<file path="src/rtl/seg_disp_sched_pkg.sv">
// Shared definitions for the seven-segment display scheduler: display data width,
// clamp ceiling, scheduler state encoding and the clamp/overflow helpers.
package seg_disp_sched_pkg;

    localparam int DISP_DATA_W  = 15;
    localparam int DISP_MAX_VAL = 9999;
    localparam int OWNER_IDX_W  = 3;

    typedef enum logic [1:0] {
        ST_IDLE = 2'd0,
        ST_HOLD = 2'd1,
        ST_OPEN = 2'd2
    } sched_state_e;

    function automatic logic disp_is_over(input logic [DISP_DATA_W-1:0] v,
                                          input logic [DISP_DATA_W-1:0] maxVal);
        return (v > maxVal);
    endfunction

    // Values beyond four decimal digits saturate rather than wrap on the display.
    function automatic logic [DISP_DATA_W-1:0] disp_clamp(input logic [DISP_DATA_W-1:0] v,
                                                         input logic [DISP_DATA_W-1:0] maxVal);
        return (v > maxVal) ? maxVal : v;
    endfunction

endpackage

</file>
<file path="src/rtl/seg_disp_sched_rr_pick.sv">
// Combinational round-robin picker: scans N requesters starting at start_i, skipping
// any bit set in excl_i, and reports the first eligible one.
module rr_pick
    import seg_disp_sched_pkg::*;
#(
    parameter int N     = 4,
    parameter int IDX_W = OWNER_IDX_W
) (
    input  logic [N-1:0]     req_i,
    input  logic [IDX_W-1:0] start_i,
    input  logic [N-1:0]     excl_i,
    output logic [N-1:0]     winner_o,
    output logic [IDX_W-1:0] idx_o,
    output logic             any_o
);

    logic [N-1:0] eligible;

    assign eligible = req_i & ~excl_i;

    always_comb begin
        winner_o = '0;
        idx_o    = '0;
        any_o    = 1'b0;
        for (int i = 0; i < N; i++) begin
            int j;
            j = int'(start_i) + i;
            if (j >= N) begin
                j = j - N;
            end
            if (!any_o && eligible[j]) begin
                any_o       = 1'b1;
                winner_o[j] = 1'b1;
                idx_o       = IDX_W'(j);
            end
        end
    end

endmodule

</file>
<file path="src/rtl/seg_disp_sched.sv">
// Shares the single 4-digit seven-segment display among N_REQ requesters using
// round-robin arbitration with a minimum dwell per owner; drives SegLed.data.
module seg_disp_sched
    import seg_disp_sched_pkg::*;
#(
    parameter int N_REQ    = 4,
    parameter int DATA_W   = DISP_DATA_W,
    parameter int HOLD_CYC = 24_000_000,
    parameter int MAX_VAL  = DISP_MAX_VAL
) (
    input  logic                    clk_24m,
    input  logic                    rst,
    input  logic [N_REQ-1:0]        req,
    input  logic [N_REQ*DATA_W-1:0] req_data,
    output logic [N_REQ-1:0]        grant,
    output logic [2:0]              owner_idx,
    output logic [DATA_W-1:0]       disp_data,
    output logic                    disp_valid,
    output logic                    disp_ovf
);

    localparam int               CNT_W      = $clog2(HOLD_CYC + 1);
    localparam logic [CNT_W-1:0] DWELL_LOAD = CNT_W'(HOLD_CYC - 1);
    localparam logic [2:0]       LAST_IDX   = 3'(N_REQ - 1);
    localparam logic [DATA_W-1:0] MAX_V     = DATA_W'(MAX_VAL);

    sched_state_e      state_q, state_d;
    logic [N_REQ-1:0]  grant_q, grant_d;
    logic [2:0]        ownerIdx_q, ownerIdx_d;
    logic [2:0]        lastOwner_q, lastOwner_d;
    logic [CNT_W-1:0]  dwell_q, dwell_d;
    logic [DATA_W-1:0] dispData_q, dispData_d;
    logic              dispValid_q, dispValid_d;
    logic              dispOvf_q, dispOvf_d;

    logic [2:0]        pickBase;
    logic [2:0]        pickStart;
    logic [N_REQ-1:0]  pickExcl;
    logic [N_REQ-1:0]  pickOnehot;
    logic [2:0]        pickIdx;
    logic              pickAny;
    logic              ownerReq;
    logic              takeNew;
    logic              goIdle;
    logic [DATA_W-1:0] selVal;

    // When idle the scan resumes after the previous owner; while granted it starts
    // after the current owner and never re-picks it.
    assign pickBase  = (state_q == ST_IDLE) ? lastOwner_q : ownerIdx_q;
    assign pickStart = (pickBase >= LAST_IDX) ? 3'd0 : (pickBase + 3'd1);
    assign pickExcl  = (state_q == ST_IDLE) ? '0 : grant_q;
    assign ownerReq  = |(req & grant_q);

    rr_pick #(
        .N     (N_REQ),
        .IDX_W (3)
    ) u_rr_pick (
        .req_i    (req),
        .start_i  (pickStart),
        .excl_i   (pickExcl),
        .winner_o (pickOnehot),
        .idx_o    (pickIdx),
        .any_o    (pickAny)
    );

    always_comb begin
        state_d     = state_q;
        grant_d     = grant_q;
        ownerIdx_d  = ownerIdx_q;
        lastOwner_d = lastOwner_q;
        dwell_d     = dwell_q;
        takeNew     = 1'b0;
        goIdle      = 1'b0;

        unique case (state_q)
            ST_IDLE: begin
                takeNew = pickAny;
            end
            // An owner that lets go aborts its dwell; otherwise the dwell must run out.
            ST_HOLD: begin
                if (!ownerReq) begin
                    takeNew = pickAny;
                    goIdle  = !pickAny;
                end else if (dwell_q == '0) begin
                    state_d = ST_OPEN;
                end else begin
                    dwell_d = dwell_q - CNT_W'(1);
                end
            end
            ST_OPEN: begin
                takeNew = pickAny;
                goIdle  = !pickAny && !ownerReq;
            end
            default: begin
                goIdle = 1'b1;
            end
        endcase

        if (takeNew) begin
            if (state_q != ST_IDLE) begin
                lastOwner_d = ownerIdx_q;
            end
            grant_d    = pickOnehot;
            ownerIdx_d = pickIdx;
            dwell_d    = DWELL_LOAD;
            state_d    = ST_HOLD;
        end

        if (goIdle) begin
            lastOwner_d = ownerIdx_q;
            grant_d     = '0;
            ownerIdx_d  = '0;
            dwell_d     = '0;
            state_d     = ST_IDLE;
        end
    end

    // The display tracks the next owner's live value, so a new grant shows its data at once.
    always_comb begin
        selVal = '0;
        for (int i = 0; i < N_REQ; i++) begin
            if (grant_d[i]) begin
                selVal = selVal | req_data[i*DATA_W +: DATA_W];
            end
        end
        dispValid_d = (state_d != ST_IDLE);
        dispData_d  = dispValid_d ? disp_clamp(selVal, MAX_V) : '0;
        dispOvf_d   = dispValid_d ? disp_is_over(selVal, MAX_V) : 1'b0;
    end

    always_ff @(posedge clk_24m) begin
        if (rst) begin
            state_q     <= ST_IDLE;
            grant_q     <= '0;
            ownerIdx_q  <= '0;
            lastOwner_q <= LAST_IDX;
            dwell_q     <= '0;
            dispData_q  <= '0;
            dispValid_q <= 1'b0;
            dispOvf_q   <= 1'b0;
        end else begin
            state_q     <= state_d;
            grant_q     <= grant_d;
            ownerIdx_q  <= ownerIdx_d;
            lastOwner_q <= lastOwner_d;
            dwell_q     <= dwell_d;
            dispData_q  <= dispData_d;
            dispValid_q <= dispValid_d;
            dispOvf_q   <= dispOvf_d;
        end
    end

    assign grant      = grant_q;
    assign owner_idx  = ownerIdx_q;
    assign disp_data  = dispData_q;
    assign disp_valid = dispValid_q;
    assign disp_ovf   = dispOvf_q;

endmodule

</file>
<file path="config.mk">
export PLATFORM = sky130hd
export DESIGN_NAME = seg_disp_sched
export DESIGN_NICKNAME = d
export VERILOG_FILES = /design/src/rtl/seg_disp_sched_pkg.sv /design/src/rtl/seg_disp_sched_rr_pick.sv /design/src/rtl/seg_disp_sched.sv
export SDC_FILE = /design/constraint.sdc
export NUM_CORES = 1
export LEC_CHECK = 0
export ABC_AREA = 1
export CAP_MARGIN = 30
export CORE_MARGIN = 2
export CORE_UTILIZATION = 50
export CTS_CLUSTER_SIZE = 30
export DETAILED_ROUTE_END_ITERATION = 8
export GPL_TIMING_DRIVEN = 0
export PLACE_DENSITY = 0.91
export SYNTH_ARGS = -nofsm -noshare
export SYNTH_HDL_FRONTEND = slang
export SYNTH_SLANG_ARGS = --single-unit
</file>
<file path="constraint.sdc">
create_clock -name clk_24m -period 9.3 [get_ports clk_24m]
set_input_delay 1.86 -clock clk_24m [delete_from_list [all_inputs] [get_ports clk_24m]]
set_output_delay 1.86 -clock clk_24m [all_outputs]
set_load 0.01 [all_outputs]
</file>
# Yosys cells after proc, flatten, opt, wreduce, memory -nomap -nowiden
# Cells that the tools add are included.
# totals
inputBits,66
out_inout_bits,24
wordCells,139
register_bits,54
# classes
n_eq_ne,3
magnitude_cmp,14
reduce_logical,30
add_sub_neg,9
bitwise,11
n_mux,62
# ops
operator,n
greater-or-equal comparator 32 x 1 -> 1 bit (second input constant),4
< comparator 32 x 4 -> 1 bit (second input constant),4
2-to-1 mux 32 bit,4
2-to-1 mux 25 bit,4
greater-or-equal comparator 32 x 4 -> 1 bit (second input constant),3
subtractor 32 x 4 -> 32 bit (second input constant),3
2-to-1 mux 15 bit,4
bitwise OR 15 bit,3
2-to-1 mux 4 bit,7
2-to-1 mux 3 bit,9
zero test 25 bit,1
subtractor 25 x 1 -> 25 bit (second input constant),1
2-to-1 mux 1 bit,18
greater-than comparator 15 x 14 -> 1 bit (second input constant),1
2-to-1 mux 14 bit,1
bitwise OR 4 bit,3
nonzero test 2 bit,6
2-to-1 mux 2 bit,5
adder 3 x 2 -> 4 bit (second input constant),2
bitwise AND 4 bit,2
binary-select mux 1 bit (select 2 bit),4
demux 1 bit (select 2 bit),4
logical AND 1 bit,8
AND reduction 3 bit,2
other kinds (18),26

# Logic depth before layout (Yosys ltp)
# depth
depth_word,32
depth_mapped,30
ltp_nobuf,28

# Cells and area by module
# From an unflattened synthesis, not the netlist that was laid out.
# hier_totals
hier_cells,600
area_unflattened_um2,3836.2
# modules_own_cells
module,instances,cells_each,area_each_um2,seq_area_each_um2
seg_disp_sched,1,497,3224.3,1081.0
rr_pick,1,103,611.8,0.0

# Worst setup path before layout
# Ideal clock, no wire load.
# synth_path
kind,input to register
startpoint,input req[0]
endpoint,register dispData_q[0] (netlist: disp_data[0])
required_ns,9.183
t_arrival_ns,3.906
path_stages,18
setup_time_ns,0.117
path_slack_ns,5.276
path_cell_list,a22o_1 nor2_1 inv_2 o21ai_1 inv_1 nor2_4 buf_4 nand3_4 nand2_2 inv_2 nand2_1 nand2_1 nor2_1 nand3_1 nand3_1 nand3_2 nand2_4 nand2_2
# synth_between
elab_chain_len,27
# synth_lines
element,line,rtl
start: declaration,seg_disp_sched.sv:13,"input logic [N_REQ-1:0] req,"
bitwise AND 4 bit,seg_disp_sched_rr_pick.sv:19,assign eligible = req_i & ~excl_i;
binary-select mux 1 bit (select 2 bit),seg_disp_sched_rr_pick.sv:31,if (!any_o && eligible[j]) begin
2-to-1 mux 1 bit (not written as such) (2 in series),seg_disp_sched_rr_pick.sv:31,
2-to-1 mux 1 bit,seg_disp_sched_rr_pick.sv:31,
zero test 1 bit,seg_disp_sched_rr_pick.sv:31,
logical AND 1 bit,seg_disp_sched_rr_pick.sv:31,
2-to-1 mux 1 bit,seg_disp_sched_rr_pick.sv:31,
zero test 1 bit,seg_disp_sched_rr_pick.sv:31,
[... 10 more ...],-,
bitwise OR 15 bit,seg_disp_sched.sv:123,selVal = selVal | req_data[i*DATA_W +: DATA_W];
2-to-1 mux 15 bit,seg_disp_sched.sv:122,if (grant_d[i]) begin
bitwise OR 15 bit,seg_disp_sched.sv:123,
2-to-1 mux 15 bit,seg_disp_sched.sv:122,
bitwise OR 15 bit,seg_disp_sched.sv:123,
2-to-1 mux 15 bit,seg_disp_sched.sv:122,
greater-than comparator 15 x 14 -> 1 bit,seg_disp_sched_pkg.sv:23,return (v > maxVal) ? maxVal : v;
2-to-1 mux 14 bit,seg_disp_sched_pkg.sv:23,
end signal: assignment,seg_disp_sched.sv:147,dispData_q <= dispData_d;
end: declaration,seg_disp_sched.sv:32,"logic [DATA_W-1:0] dispData_q, dispData_d;"
# Parallel ways exist; a longest one is shown, timed or not. The select of a mux whose other input is x is not followed.
# A chain may end at the register's enable or synchronous reset.

# Worst setup path in the final report
# layout_path
startpoint,input req[0]
endpoint,register dispData_q[10] (netlist: disp_data[10])
# Same word-level chain as after synthesis.

==> results_dict.tcl <==
set metrics [dict create \
    worst_pin_slew_ns 0.514 \
    die_h_um 91.2 \
    antenna_found_initial 0 \
    required_ns 9.51 \
    cts_max_level 2 \
    cts_resized 0 \
    worstHoldPathType "flip-flop to flip-flop" \
    reg2reg_depth 26 \
    postCtsSetupBuffers 0 \
    num-fill-cells 664 \
    core_um2 7290 \
    critPathMaxFanout 10 \
    grt_pass1_vias 3901 \
    start_util 0.521 \
    max_freq_ghz 0.208 \
    clock-sinks 54 \
    syn_nets 653 \
    clk_pin_slew_ns 0.10 \
    cp-startpoint "req[0]" \
    ant_nets 0 \
    period_needed_ns 4.80 \
    cp_top_family "simple AND/OR/NAND/NOR gates" \
    synth_edf_count 0 \
    crit_end "disp_data[10]$_SDFF_PP0_" \
    cts_tree "yes" \
    synth-seq-cells 54 \
    skew_ns 0.00771 \
    synth-seq-area-share 0.285 \
    clock_latency_ns 0.31 \
    fin_util 0.676 \
    nets 749 \
    area_delta_synth_final_pct 29.7 \
    drc 0 \
    hpwl_um 8790 \
    worstSetupEndpointType "flip-flop" \
    hold_violations 0 \
    die_x_um 91.2 \
    vias 4195 \
    finalWirelength_um 11100 \
    gr-usage-all-layers 0.266 \
    gp_congestion 0.940 \
    synthArstFlopShare 0 \
    layout_common_cells "101 x nand2_1, 89 x clkdlybuf4s50_1, 82 x nand3_1" \
    ys_types 43 \
    drv_slew 0 \
    wl_per_cell_um 14.5 \
    cp.depth 19 \
    ios 90 \
    instances_no_fill 768 \
    r2r-end "disp_data[10]$_SDFF_PP0_" \
    rows 31 \
    cp.arrival_ns 5.01 \
    setup_viol_count_final 0 \
    cp_num_buf_inv 5 \
    netlist_area_um2 3800 \
    cap_violations 0 \
    finalSetupTns_ns 0 \
    synth_warnings 0 \
    critPathLaunchType "primary input" \
    cts_hold_buf 0 \
    synthFlopType "dfxtp_1" \
    gr-total-overflow 0 \
    reg2reg_from "state_q[1]$_SDFF_PP0_" \
    fin_crit_sh 0.516 \
    path_class "primary input to flip-flop" \
    dp.cells 760 \
    cp_slowest_cell "clkdlybuf4s50_1" \
    cp_cell_sequence "clkdlybuf4s50_1 -> a22o_1 -> nor2_1 -> inv_2 -> o21ai_1 -> inv_1 -> nor2_4 -> buf_4 -> nand3_4 -> nand2_2 -> inv_2 -> nand2_1 -> nand2_1 -> nor2_1 -> nand3_1 -> nand3_1 -> nand3_2 -> nand2_4 -> nand2_2" \
    syn_inst 572 \
    slew_headroom 0.657 \
    clock_path_buffers 2 \
    r2r_setup_slack_ns 4.89 \
    final_common_cell "nand2_1" \
    grt_max_degree 18 \
    outcome "complete, no violations" \
    drive_gt1_frac 0.114 \
    cts_buffers 5 \
    slowest_delay_ns 0.45 \
    port_buffers 89 \
    via_per_inst 5.46 \
    dieArea_um2 8310 \
    first_pass_iters 5 \
    cts_root_buf "clkbuf_8" \
    antenna_cells 0 \
    drtIter0Drc 259 \
    grt_pass1_wl_um 18300 \
    grt_setup_unrepaired "no" \
    syn_area_per_cell_um2 6.64 \
]
## cell usage after synthesis, types with 10 or more instances
| cell | count | area [um2] |
|---|---|---|
| a21oi_1 | 26 | 130 |
| nor2_1 | 78 | 293 |
| ha_1 | 15 | 188 |
| nand4_1 | 10 | 62.6 |
| dfxtp_1 | 54 | 1080 |
| nand3_1 | 82 | 410 |
| o21ai_0 | 17 | 85.1 |
| nand2_2 | 16 | 100 |
| a31oi_1 | 14 | 87.6 |
| nand2_1 | 101 | 379 |
| inv_1 | 67 | 251 |
## routing by layer
| layer | wire, um | track usage | vias to the layer above |
|---|---|---|---|
| met5 | 0 | 0 | - |
| met4 | 197 | 0.0669 | 0 |
| met3 | 557 | 0.0373 | 19 |
| met2 | 5630 | 0.463 | 140 |
| met1 | 4760 | 0.345 | 1967 |
| li1 | - | - | 2069 |
## worst min path at each step
stage | startpoint | end | depth (start not counted)
2_1_floorplan | lastOwner_q[1]$_SDFFE_PP1P_ | lastOwner_q[1]$_SDFFE_PP1P_ | 2
3_3_place_gp | dwell_q[0]$_SDFFE_PP0P_ | dwell_q[0]$_SDFFE_PP0P_ | 2
3_5_place_dp | dwell_q[0]$_SDFFE_PP0P_ | dwell_q[0]$_SDFFE_PP0P_ | 2
4_1_cts | dwell_q[0]$_SDFFE_PP0P_ | dwell_q[0]$_SDFFE_PP0P_ | 2
5_1_grt | lastOwner_q[2]$_SDFFE_PP0P_ | lastOwner_q[2]$_SDFFE_PP0P_ | 2
6_report | lastOwner_q[2]$_SDFFE_PP0P_ | lastOwner_q[2]$_SDFFE_PP0P_ | 2
## worst register-to-register path, delay by kind of cell (launching register included)
family                     cells  cell delay [ns]
buffers and inverters          6             0.89
and+or+nand+nor               16             2.07
adders and majority gates      3             0.77
AOI/OAI and AO/OA              1             0.27
DFF                            1             0.32
## layout make-up
class	instances	area, um2	share of cell area
multi-input cells	427	2320	0.472
inverters	77	289	0.0587
repair buffers	89	891	0.181
clock inverters	3	45.0	0.00914
flip-flops and latches	54	1080	0.219
clock buffers	5	68.8	0.0140
well taps	99	124	0.0251
plain buffers	14	104	0.0211
## per-stage QoR
step	area (um2)	setup WS, ns	hold slack (ns)
after global routing	4930	4.26	0.502
after global placement	4810	4.34	0.454
final	4930	4.50	0.481
after detailed placement	4810	4.27	0.466
after floorplan	3800	5.28	0.442
after CTS	4930	4.57	0.481
## registers in the layout, summed over array words and instances (netlist names)
register and count:
disp_ovf 1, owner_idx 3, dwell_q 25, state_q 2
disp_valid 1, lastOwner_q 3, disp_data 15, grant 4
## cells by family (layout without fill, tap and decap cells)
family,after synthesis,after routing,synth area share
simple gates,334,334,0.437
buf+inv,91,188,0.103
flops,54,54,0.285
fa+ha+maj,15,15,0.0494
other cells,1,1,0.000988
compound gates,71,71,0.111
xor+xnor,6,6,0.0138
Power is left out: the tool's default activity adds up to more than one toggle a clock period on the data nets, which glitch-free logic cannot reach.
